`config.mk`:
```
export PLATFORM = sky130hd
export DESIGN_NAME = vga_line_fetch
export DESIGN_NICKNAME = d
export VERILOG_FILES = /design/src/rtl/vga_line_fetch.sv
export SDC_FILE = /design/constraint.sdc
export NUM_CORES = 1
export LEC_CHECK = 0
export ABC_AREA = 1
export CORE_UTILIZATION = 55
export CTS_CLUSTER_SIZE = 10
export DETAILED_ROUTE_END_ITERATION = 12
export PLACE_DENSITY = 0.76
export SKIP_LAST_GASP = 1
export SYNTH_ARGS = -nofsm -noshare
export SYNTH_HDL_FRONTEND = slang
export SYNTH_SLANG_ARGS = --single-unit
```
`constraint.sdc`:
```
create_clock -name clk50 -period 4.52 [get_ports clk50]
set_input_delay 0.904 -clock clk50 [delete_from_list [all_inputs] [get_ports clk50]]
set_output_delay 0.904 -clock clk50 [all_outputs]
set_load 0.02 [all_outputs]
```
`src/rtl/vga_line_fetch.sv`:
```
// Prefetches one 160-cell sand-grid row per four scanlines into a ping-pong
// line buffer and presents the registered grid word and cell type under the beam.
module vga_line_fetch #(
   parameter int HACTIVE   = 1280,
   parameter int HTOTAL    = 1600,
   parameter int VACTIVE   = 480,
   parameter int ROWS      = 120,
   parameter int WORDS     = 10,
   parameter int BASE_ADDR = 0
) (
   input  logic        clk50,
   input  logic        reset,
   input  logic [10:0] hcount,
   input  logic [9:0]  vcount,
   output logic        mem_req,
   output logic [10:0] mem_addr,
   input  logic        mem_gnt,
   input  logic [31:0] mem_rdata,
   input  logic        mem_rvalid,
   output logic [31:0] word_out,
   output logic [1:0]  cell_t,
   output logic        underrun
);

   localparam int               IDX_W    = $clog2(WORDS);
   localparam logic [10:0]      H_ACT    = 11'(HACTIVE);
   localparam logic [10:0]      H_LAST   = 11'(HTOTAL - 1);
   localparam logic [9:0]       V_ACT    = 10'(VACTIVE);
   localparam logic [6:0]       ROW_LAST = 7'(ROWS - 1);
   localparam logic [IDX_W-1:0] IDX_LAST = IDX_W'(WORDS - 1);
   localparam logic [10:0]      BASE     = 11'(BASE_ADDR);
   localparam logic [10:0]      WORDS_A  = 11'(WORDS);
   localparam logic [3:0]       WIDX_LIM = 4'(WORDS);

   typedef enum logic [2:0] {IDLE, REQ, WAIT, DONE, DRAIN} state_t;

   state_t           state, state_nxt;
   logic [31:0]      bank [2][WORDS];
   logic [1:0]       bank_valid;
   logic             front_sel;
   logic             back_sel;
   logic [6:0]       fetch_row;
   logic [6:0]       row_nxt;
   logic [IDX_W-1:0] idx;
   logic             pending;
   logic             trigger, swap, wr_en, final_wr, back_full, fetch_active, abort;
   logic [3:0]       word_idx;
   logic [31:0]      word_nxt;
   logic [1:0]       cell_nxt;

   assign back_sel = ~front_sel;
   assign word_idx = hcount[10:7];

   // Frame events; the final word landing on the swap cycle counts as complete.
   always_comb begin
      trigger      = (hcount == '0) && (vcount < V_ACT) && (vcount[1:0] == 2'd0);
      swap         = (hcount == H_LAST) && (vcount < V_ACT) && (vcount[1:0] == 2'd3);
      wr_en        = (state == WAIT) && mem_rvalid;
      final_wr     = wr_en && (idx == IDX_LAST);
      back_full    = bank_valid[back_sel] || final_wr;
      fetch_active = (state == REQ) || (state == WAIT);
      abort        = swap && fetch_active && !back_full;
      row_nxt      = (vcount[8:2] == ROW_LAST) ? 7'd0 : vcount[8:2] + 7'd1;
   end

   // A trigger seen while draining is remembered so the next row still gets fetched
   // without ever having two reads in flight.
   always_comb begin
      state_nxt = state;
      case (state)
         IDLE:  if (trigger) state_nxt = REQ;
         REQ: begin
            if (abort)        state_nxt = mem_gnt ? DRAIN : IDLE;
            else if (mem_gnt) state_nxt = WAIT;
         end
         WAIT: begin
            if (abort)           state_nxt = mem_rvalid ? IDLE : DRAIN;
            else if (final_wr)   state_nxt = swap ? IDLE : DONE;
            else if (mem_rvalid) state_nxt = REQ;
         end
         DONE:  if (swap) state_nxt = IDLE;
         DRAIN: if (mem_rvalid) state_nxt = (pending || trigger) ? REQ : IDLE;
         default: state_nxt = IDLE;
      endcase
   end

   assign mem_req  = (state == REQ);
   assign mem_addr = mem_req ? (BASE + ({4'd0, fetch_row} * WORDS_A) + 11'(idx)) : 11'd0;

   always_ff @(posedge clk50 or posedge reset) begin
      if (reset) begin
         state      <= IDLE;
         bank_valid <= 2'b00;
         front_sel  <= 1'b0;
         fetch_row  <= 7'd0;
         idx        <= '0;
         pending    <= 1'b0;
         underrun   <= 1'b0;
      end else begin
         state <= state_nxt;
         if (trigger && (state == IDLE || state == DRAIN)) begin
            fetch_row            <= row_nxt;
            idx                  <= '0;
            bank_valid[back_sel] <= 1'b0;
         end
         if (state == DRAIN) begin
            if (mem_rvalid)   pending <= 1'b0;
            else if (trigger) pending <= 1'b1;
         end
         if (wr_en) begin
            idx <= idx + IDX_W'(1);
            if (final_wr) bank_valid[back_sel] <= 1'b1;
         end
         if (swap) begin
            front_sel             <= back_sel;
            bank_valid[back_sel]  <= back_full;
            bank_valid[front_sel] <= 1'b0;
         end
         if (abort) underrun <= 1'b1;
      end
   end

   always_ff @(posedge clk50) begin
      if (wr_en) bank[back_sel][idx] <= mem_rdata;
   end

   always_comb begin
      word_nxt = '0;
      if ((hcount < H_ACT) && (vcount < V_ACT) && bank_valid[front_sel] && (word_idx < WIDX_LIM))
         word_nxt = bank[front_sel][word_idx];
      cell_nxt = word_nxt[{hcount[6:3], 1'b0} +: 2];
   end

   always_ff @(posedge clk50 or posedge reset) begin
      if (reset) begin
         word_out <= '0;
         cell_t   <= '0;
      end else begin
         word_out <= word_nxt;
         cell_t   <= cell_nxt;
      end
   end

endmodule

```
; ---- Word-level counts from Yosys, hierarchy flattened
; Memory sizes are Yosys's and may differ from the RTL's.
; Cells that the tools add are included.
[totals]
ff_bits = 53
in_bits = 57
output_inout_bits = 47
mem_bits_rw = 640
n_memories = 1
[mem_list]
columns = memory, words, word_bits, rd, rd_clocked_by_memory_dff, write_ports, line
row1 = bank, 2, 320, 1, 0, 1, 38  ; logic [31:0] bank [2][WORDS];
[classes]
order_cmp = 10
n_bitwise = 8
reduce_logical = 27
add_sub_neg = 3
n_mul = 1
n_eq_ne = 13
shifts = 1
mux = 40
[op_table]
columns = op, count
row1 = two-way mux 320 bit, 1
row2 = binary-select mux 32 bit (select 4 bit), 1
row3 = demux 32 bit (select 4 bit), 1
row4 = two-way mux 32 bit, 4
row5 = indexed part select 32 x 6 -> 2 bit, 1
row6 = two-way mux 3 bit, 10
row7 = logical AND 1 bit, 15
row8 = case mux 3 bit (5 select lines), 1
row9 = adder 11 x 4 -> 11 bit, 1
row10 = "== test 11 bit, second input constant", 1
row11 = zero test 11 bit, 1
row12 = "< comparator 11 bit, second input constant", 1
row13 = two-way mux 11 bit, 1
row14 = ">= comparator 5 bit, second input constant", 2
row15 = "< comparator 10 x 9 -> 1 bit, second input constant", 1
row16 = "multiplier 7 x 3 -> 10 bit, second input constant", 1
row17 = two-way mux 1 bit, 10
row18 = two-way mux 2 bit, 5
row19 = inverter 4 -> 5 bit, 2
row20 = two-way mux 4 bit, 2
row21 = "adder 7 x 1 -> 7 bit, second input constant", 1
row22 = "== test 7 bit, second input constant", 1
row23 = two-way mux 7 bit, 1
row24 = "== test 3 x 2 -> 1 bit, second input constant", 2
row25 = 25 further kinds, 36

; ---- Logic depth before layout (Yosys ltp)
; Gate-level depths: netlist of run 1.
[logic_depth]
depth_word = 14
mapped_depth = 18
ltp_nobuf = 17

; ---- Worst setup path after synthesis of run 1
; Ideal clock, no wire load.
[synth_timing]
path_kind = flip-flop to flip-flop
startpoint = register front_sel
endpoint = memory bank[1][32] (netlist name), enable pin
t_required_ns = 4.019
setup_ns = 0.501
path_slack_ns = -0.315
period_less_slack_ns = 4.835
path_stages_with_launch = 7
arrival_time_ns = 4.334
cell_sequence = dfrtp_1 buf_6 buf_6 buf_4 buf_4 clkbuf_1 nor4_1
[synth_via]
elab_chain_cells = 1
[synth_rtl]
columns = element, line
row1 = start: declaration, 40  ; logic front_sel;
row2 = start signal: assignment, 115  ; front_sel <= back_sel;
row3 = inverter 1 bit, 51  ; assign back_sel = ~front_sel;
row4 = end: declaration, 38
; No other way between the ends.

; ---- Worst setup path in the final report of run 1
[layout_timing]
startpoint = register fetch_row[1]
endpoint = output port mem_addr[9]
[layout_via]
elab_chain_cells = 3
[layout_rtl]
columns = element, line
row1 = start: declaration, 42  ; logic [6:0] fetch_row;
row2 = start signal: assignment, 102  ; fetch_row <= row_nxt;
row3 = multiplier 7 x 3 -> 10 bit, 88  ; assign mem_addr = mem_req ? (BASE + ({4'd0, fetch_row} * WORDS_A) + 11'(idx)) : 11'd0;
row4 = adder 11 x 4 -> 11 bit, 88
row5 = two-way mux 11 bit, 88
row6 = end: declaration, 16  ; output logic [10:0] mem_addr,
; No other way between the ends.

==> results.md, run 1 <==
- Iteration count of the initial detailed-routing pass: 6
- CP arrival: approximately 3.4 ns
- Initial antenna violation count: 1
- Non-Filler Instances: roughly 3300
- Die Y: ~230 um
- WL final: 72800 um
- Final setup vio count: 0
- Leak: 12.2 nW
- I/O pin count: 104
- YS warnings: 0
- CTS H-Tree Depth: 3
- CTS Root Cell: clkbuf_16
- Slew margin rel.: between 30% and 40%
- Gp weighted congestion: roughly 0.94
- Pwr/cell area: 423 mW/mm^2
- DR iter-0 viols: about 2400
- Total setup buffers inserted after CTS: 0
- Worst-Skew Late Latency: roughly 0.63 ns
- Outcome: finished, final reports clean
- Dpl hpwl: about 40000 um
- EDFF count, synth: 640
- Synth cell count leaders: nand2_1 (767), edfxtp_1 (640), nand3_1 (418)
- Util after Layout: 63.8%
- Routed Antenna Nets: 0
- Share of the synthesized area in the top cell type: between 60 and 70%
- Clk_skew: roughly 0.029 ns
- Total GRT Usage: 27.7%
- Max incr delay on CP: roughly 0.61 ns
- Crit. End Element: output pin
- Vias in the first global route: about 19000
- Setup TNS: 0 ns
- Final-report hold violation count: 0
- DRC viols: 0
- Crit path max-delay cell type: clkdlybuf4s50_1
- GRT Residual Overflow: 0
- Most frequent cell after synthesis: nand2_1
- Post-synth cell types: 40
- CTS tree: done
- Max Fclk: approximately 0.23 GHz
- RSZ-0062 raised after global routing: no
- Layout cells sized above 1: 7.05%
- TritonCTS Buffers: 79
- Syn Inst Count: ~2500
- Setup Slack @ Placement: approximately 0.7 ns
- Max Root-Sink Buffers: 3
- Syn Area/Cell: between 10 and 15 um^2
- Hold Crit Class: flip-flop to flip-flop
- # rows: 83
- Fin crit period: roughly 4.3 ns
- Yosys reg bits: between 600 and 700
- Clock transition at the registers of the reported paths: about 0.060 ns
- Pin slew with the least headroom to its limit: roughly 0.94 ns
- Peak VDD IR: between 0.0002 and 0.0003 V
- Ys flop type: edfxtp_1
- Kind of critical path: flip-flop to output pin
- Crit Path Max Fanout: 4
- Wire per inst: roughly 22 um
- Async SR Flop Fraction: ~7.6%
- Max cap viols: 0
- Core region area: slightly above 0.05 mm^2
- Clock sinks: 693
- Syn Nets: between 2000 and 3000
- # diodes: 0
- Area delta synth->final: 14.1%
- Sequential fraction of the synthesis area: 71.3%
- Total number of vias: about 20000
- Placed insts: roughly 3200
- Nets@finish: 2692
- PortBufs: around 100
- Largest area contributor in the netlist: edfxtp_1
- First-pass GRT wire length: approximately 110000 um
- Via-to-Cell Ratio: 5.93
- Synthesized area: between 0.02 and 0.03 mm^2
- Slew Limit Fails: 0
- Area of the die: around 0.053 mm^2
- Critical path, cell by cell: ha_1, ha_1, inv_1, fa_1, xnor2_2, nand2_1, nor2_1, a21oi_1, nor2_1, clkdlybuf4s50_1
- Die width: 231 um
- Startpoint types: flip-flop
- WP data required: ~3.6 ns
- Period utilization: a little over nine tenths
- Ranking of synthesized cells by area: edfxtp_1 (67%), nand2_1 (10%), nand3_1 (7.3%), dfrtp_1 (4.6%), nor2_1 (2.3%)
- Pin count of the biggest net entering global routing: 119
- Final WS setup: ~0.24 ns
- Initial cell density of the core: about 56%
==> timing repair <==
action	4_1_cts	5_1_grt
gates resized for setup	0	3
setup endpoints to repair	0	2
hold buffers	0	0
==> path summary, 6_finish.rpt <==
check                                          from               endpoint  slack (ns)  depth (start not counted)
min                            underrun$_DFFE_PP0P_   underrun$_DFFE_PP0P_        0.48                          1
max in group asynchronous                     reset  word_out[2]$_DFF_PP0_        2.93                          3
max reg2reg                   front_sel$_DFFE_PP0P_    cell_t[0]$_DFF_PP0_        1.42                         14
min in group asynchronous                     reset   underrun$_DFFE_PP0P_        0.77                          2
max                        fetch_row[1]$_DFFE_PP0P_            mem_addr[9]        0.24                         10
min reg2reg                    underrun$_DFFE_PP0P_   underrun$_DFFE_PP0P_        0.48                          1
==> stage by stage <==
stage / power, mW / cell area (um^2) / hold slack [ns]
after CTS: 13.9 / 32900 / 0.482
after detailed placement: 8.35 / 30600 / 0.469
final: 13.9 / 32900 / 0.478
after global placement: 8.32 / 30600 / 0.458
after floorplan: 7.86 / 28800 / 0.484
after global routing: 14.3 / 32900 / 0.494
==> per-layer routing <==
metal  vias to the layer above  part of all wire [%]  global-route usage (%)
li1                       8965                     -                       -
met1                      9638                    39                    38.0
met2                      1081                    47                    43.6
met3                       161                    11                    5.90
met4                         2                   3.2                    10.3
met5                         -                 0.015                       0
==> worst max-delay path, delay by kind of cell (launching register included) <==
kind,cells,cell delay [ns]
AO/OA/AOI/OAI,1,0.09
buffers and inverters,2,0.67
XOR/XNOR,1,0.23
adder cells (fa/ha/maj),3,0.90
flip-flops,1,0.44
AND/OR/NAND/NOR,3,0.43
==> where the power goes <==
| group | switching (mW) | leakage (nW) | internal (mW) |
|---|---|---|---|
| clock network | 2.36 | 1.07 | 3.30 |
| registers | 0.0667 | 6.45 | 7.15 |
| logic | 0.746 | 4.64 | 0.292 |
==> cell families after synthesis <==
logic type,share of synthesized area [%]
AOI/OAI and AO/OA,3.02
xor gates and xnor gates,0.182
adders and majority gates,0.921
buffers and inverters,3.63
DFF,71.3
and+or+nand+nor,20.9
==> state kept, by name (all words and copies together) (netlist names) <==
| name | count |
|---|---|
| front_sel | 1 |
| cell_t | 2 |
| state | 3 |
| bank | 640 |
| word_out | 32 |
| bank_valid | 2 |
| underrun | 1 |
| fetch_row | 7 |
| pending | 1 |
| idx | 4 |
==> cell usage in the layout, fill, tap and decap left out, types with 4 or more instances in the layout <==
| cell | Yosys | layout |
|---|---|---|
| nand4_1 | 6 | 6 |
| o21ai_0 | 75 | 75 |
| buf_12 | 0 | 7 |
| ha_1 | 18 | 18 |
| inv_2 | 6 | 5 |
| inv_1 | 65 | 64 |
| o22ai_1 | 16 | 16 |
| nand2_1 | 767 | 767 |
| nor4_2 | 0 | 10 |
| o21ai_1 | 15 | 15 |
| and2_1 | 24 | 24 |
| nor3_2 | 1 | 5 |
| clkbuf_16 | 0 | 81 |
| clkbuf_1 | 22 | 46 |
| clkdlybuf4s50_1 | 0 | 99 |
| nor3_1 | 10 | 6 |
| nor4_4 | 0 | 4 |
| edfxtp_1 | 640 | 640 |
| a31oi_1 | 21 | 21 |
| a21oi_1 | 22 | 22 |
| dfrtp_1 | 53 | 52 |
| buf_4 | 25 | 51 |
| nor2_1 | 174 | 171 |
| nand3_1 | 418 | 418 |
==> layout make-up <==
cell class	instances	area (um^2)
Clock inverter	4	46.3
Inverter	72	285
Sequential cell	693	20500
Clock buffer	127	2200
Multi-Input combinational cell	1608	7400
Fill cell	3747	18600
Tap cell	680	851
Timing Repair Buffer	161	1550
Note: power is estimated with default switching activity, not from simulation.
==> inputs of run 2 (changes only) <==
==> constraint.sdc (replaced) <==
create_clock -name clk50 -period 4.52 [get_ports clk50]
set_input_delay 0.904 -clock clk50 [delete_from_list [all_inputs] [get_ports clk50]]
set_output_delay 0.904 -clock clk50 [all_outputs]
set_load 0.1 [all_outputs]
==> run 2 against run 1 <==
- sequential power barely moved
- first-iteration DRC count grew 0.21%
- setup slack better by 0.11 ns
- maximum frequency grew 2.8%
- highest routed layer unchanged
==> results.md, run 2 (synthesis results as in run 1) <==
- Clock power frac: 40.2% (-0.5 points)
- Pwr/cell area: 434 mW/mm^2 (+2.6%)
- PortBufs: 103 (unchanged)
- Worst reg2reg path depth: 11 (-3)
- CTS tree: done
- Total GRT Usage: 28.7% (+1.0 points)
- Total setup buffers inserted after CTS: 0 (unchanged)
- Max Root-Sink Buffers: 3 (unchanged)
- Most common cell after layout, fill and taps aside: nand2_1
- Worst-Skew Late Latency: 0.64 ns (about the same)
- Routing usage on met2: 45.4% (+1.8 points)
- Wire per inst: 22.6 um (+3.9%)
- Outcome: finished, final reports clean
- Slew Limit Fails: 0 (unchanged)
- Util after Layout: 63.8% (-0.073 points)
- Final setup vio count: 0 (unchanged)
- Clock transition at the registers of the reported paths: 0.06 ns (about the same)
- Vias in the first global route: 19500 (+2.7%)
- Tot Pwr: 14.3 mW (+2.5%)
- Met3 GRT Util: 5.08% (-0.83 points)
- Crit. End Element: output pin
- Setup TNS: 0 ns (unchanged)
- Via-to-Cell Ratio: 6.00 (+1.2%)
- FF-to-FF setup slack: 0.98 ns (-0.44 ns)
- Largest registers: bank: 640 flops, word_out: 32 flops, fetch_row: 7 flops
- Max reg flops: 640 (unchanged)
- # diodes: 0 (unchanged)
- WL final: 75300 um (+3.4%)
- DR iter-0 viols: 2414 (+0.21%)
- RR Startpoint: front_sel$_DFFE_PP0P_
- Most used routing layer: met2
- Startpoint types: flip-flop
- Hold Buf Count CTS: 0 (unchanged)
- Gp weighted congestion: 0.875 (-7.1%)
- Flop pwr share: 50.6% (-1.2 points)
- Worst r2r dst: cell_t[1]$_DFF_PP0_
- Clk_skew: 0.0211 ns (-0.00797 ns)
- Worst Hold End: underrun$_DFFE_PP0P_
- WP data required: 3.62 ns (about the same)
- Core region area: 0.0515 mm^2 (unchanged)
- Pin slew with the least headroom to its limit: 1.12 ns (+0.178 ns)
- Crit Path Max Fanout: 4 (unchanged)
- GRT Residual Overflow: 0 (unchanged)
- WHS: 0.465 ns (-0.0132 ns)
- Max cap viols: 0 (unchanged)
- Initial antenna violation count: 3 (+2)
- Slew margin rel.: 25.3% (-12 points)
- Total number of vias: 20000 (+0.61%)
- Largest Register: bank
- Commonest non-fill, non-tap cells in the layout: nand2_1 (767), edfxtp_1 (640), nand3_1 (418), nor2_1 (171), clkdlybuf4s50_1 (91)
- Die width: 231 um (unchanged)
- I/O pin count: 104 (unchanged)
- CP arrival: 3.26 ns (-0.12 ns)
- Pin count of the biggest net entering global routing: 215 (+81%)
- Leak: 12.1 nW (-0.31%)
- Hold path depth: 1 (unchanged)
- Met1 Resource Use GR: 38.9% (+0.90 points)
- CTS H-Tree Depth: 3 (unchanged)
- Fin crit period: 4.17 ns (-0.115 ns)
- Comb pwr share: 9.3% (+1.8 points)
- Area delta synth->final: 14.0%
- TritonCTS Buffers: 80 (+1.3%)
- Layout cells sized above 1: 7.14% (+0.088 points)
- First-pass GRT wire length: 115000 um (+3.6%)
- P_int: 10.8 mW (+0.11%)
- Sw power: 3.51 mW (+11%)
- Hold Startpoint: underrun$_DFFE_PP0P_
- CTS Root Cell: clkbuf_16
- DRC viols: 0 (unchanged)
- Post_cts resized: 0 (unchanged)
- Final-report hold violation count: 0 (unchanged)
- Clock sinks: 693 (unchanged)
- Area of the die: 0.0533 mm^2 (unchanged)
- Iteration count of the initial detailed-routing pass: 5 (-1)
- # rows: 83 (unchanged)
- Kind of critical path: flip-flop to output pin
- Hold Crit Class: flip-flop to flip-flop
- Die Y: 231 um (unchanged)
- Nets@finish: 2684 (-0.30%)
- Switching share of power: 24.6% (+1.8 points)
- Peak VDD IR: 0.000247 V (-17%)
- Dpl hpwl: 42100 um (+2.6%)
- Routed Antenna Nets: 0 (unchanged)
- Max Fclk: 0.240 GHz (+2.8%)
- RSZ-0062 raised after global routing: no
- Period utilization: 92.2% (-2.5 points)
- Initial cell density of the core: 55.9% (unchanged)
[run 2: changes by cell type in the layout (fill, tap and decap cells not counted), sizes merged]
cell / delta
bufinv: +1
dlymetal6s2s: -1
clkdlybuf4s50: -8
clkinv: +2
inv: +2
clkbuf: -15
[run 2: worst max-delay path, cell delays in order (launching register included)]
cell,delay [ns]
dfrtp_1,0.44
ha_1,0.31
ha_1,0.16
inv_1,0.05
fa_1,0.40
xnor2_1,0.32
nand2_1,0.15
nor3_1,0.26
nand2_1,0.09
a21oi_1,0.15
buf_4,0.31
[run 2: how the worst max path moves through the flow]
stage / start / end / depth (start not counted)
finish: fetch_row[1]$_DFFE_PP0P_ / mem_addr[10] / 10
global route: fetch_row[1]$_DFFE_PP0P_ / mem_addr[10] / 10
floorplan: state[1]$_DFFE_PP0P_ / mem_addr[5] / 3
global placement: hcount[10] / cell_t[0]$_DFF_PP0_ / 10
CTS: fetch_row[1]$_DFFE_PP0P_ / mem_addr[10] / 10
detailed placement: hcount[10] / cell_t[0]$_DFF_PP0_ / 10
[run 2: final cells by class]
type / count / area [um^2]
clock inverter: 9 / 129
sequential: 693 / 20500
fill: 3809 / 18700
timing repair buffer: 152 / 1430
tap: 680 / 851
clock buffer: 112 / 2120
inverter: 72 / 285
multi-input combinational: 1608 / 7470
[run 2: per-layer routing]
layer	vias to the layer above	part of all wire, %	wire length, um
met2	1165	48	35900
met4	4	3.8	2820
met3	167	10	7730
li1	8948	-	-
met5	-	0.039	29
met1	9685	38	28800
[run 2: power by group through the flow]
stage          clock [mW]  sequential (mW)  combinational (mW)
2_1_floorplan           0             7.47               0.631
3_3_place_gp            0             7.33                1.27
3_5_place_dp            0             7.34                1.30
4_1_cts              5.77             7.21                1.31
5_1_grt              6.04             7.22                1.40
6_report             5.73             7.21                1.32
[run 2: per-stage QoR]
stage	setup slack [ns]	instance area, um^2	std cells
2_1_floorplan	-0.766	28900	2513
3_3_place_gp	0.964	30600	3205
3_5_place_dp	0.994	30600	3205
4_1_cts	0.334	32800	3326
5_1_grt	0.106	32800	3326
6_report	0.354	32800	3326
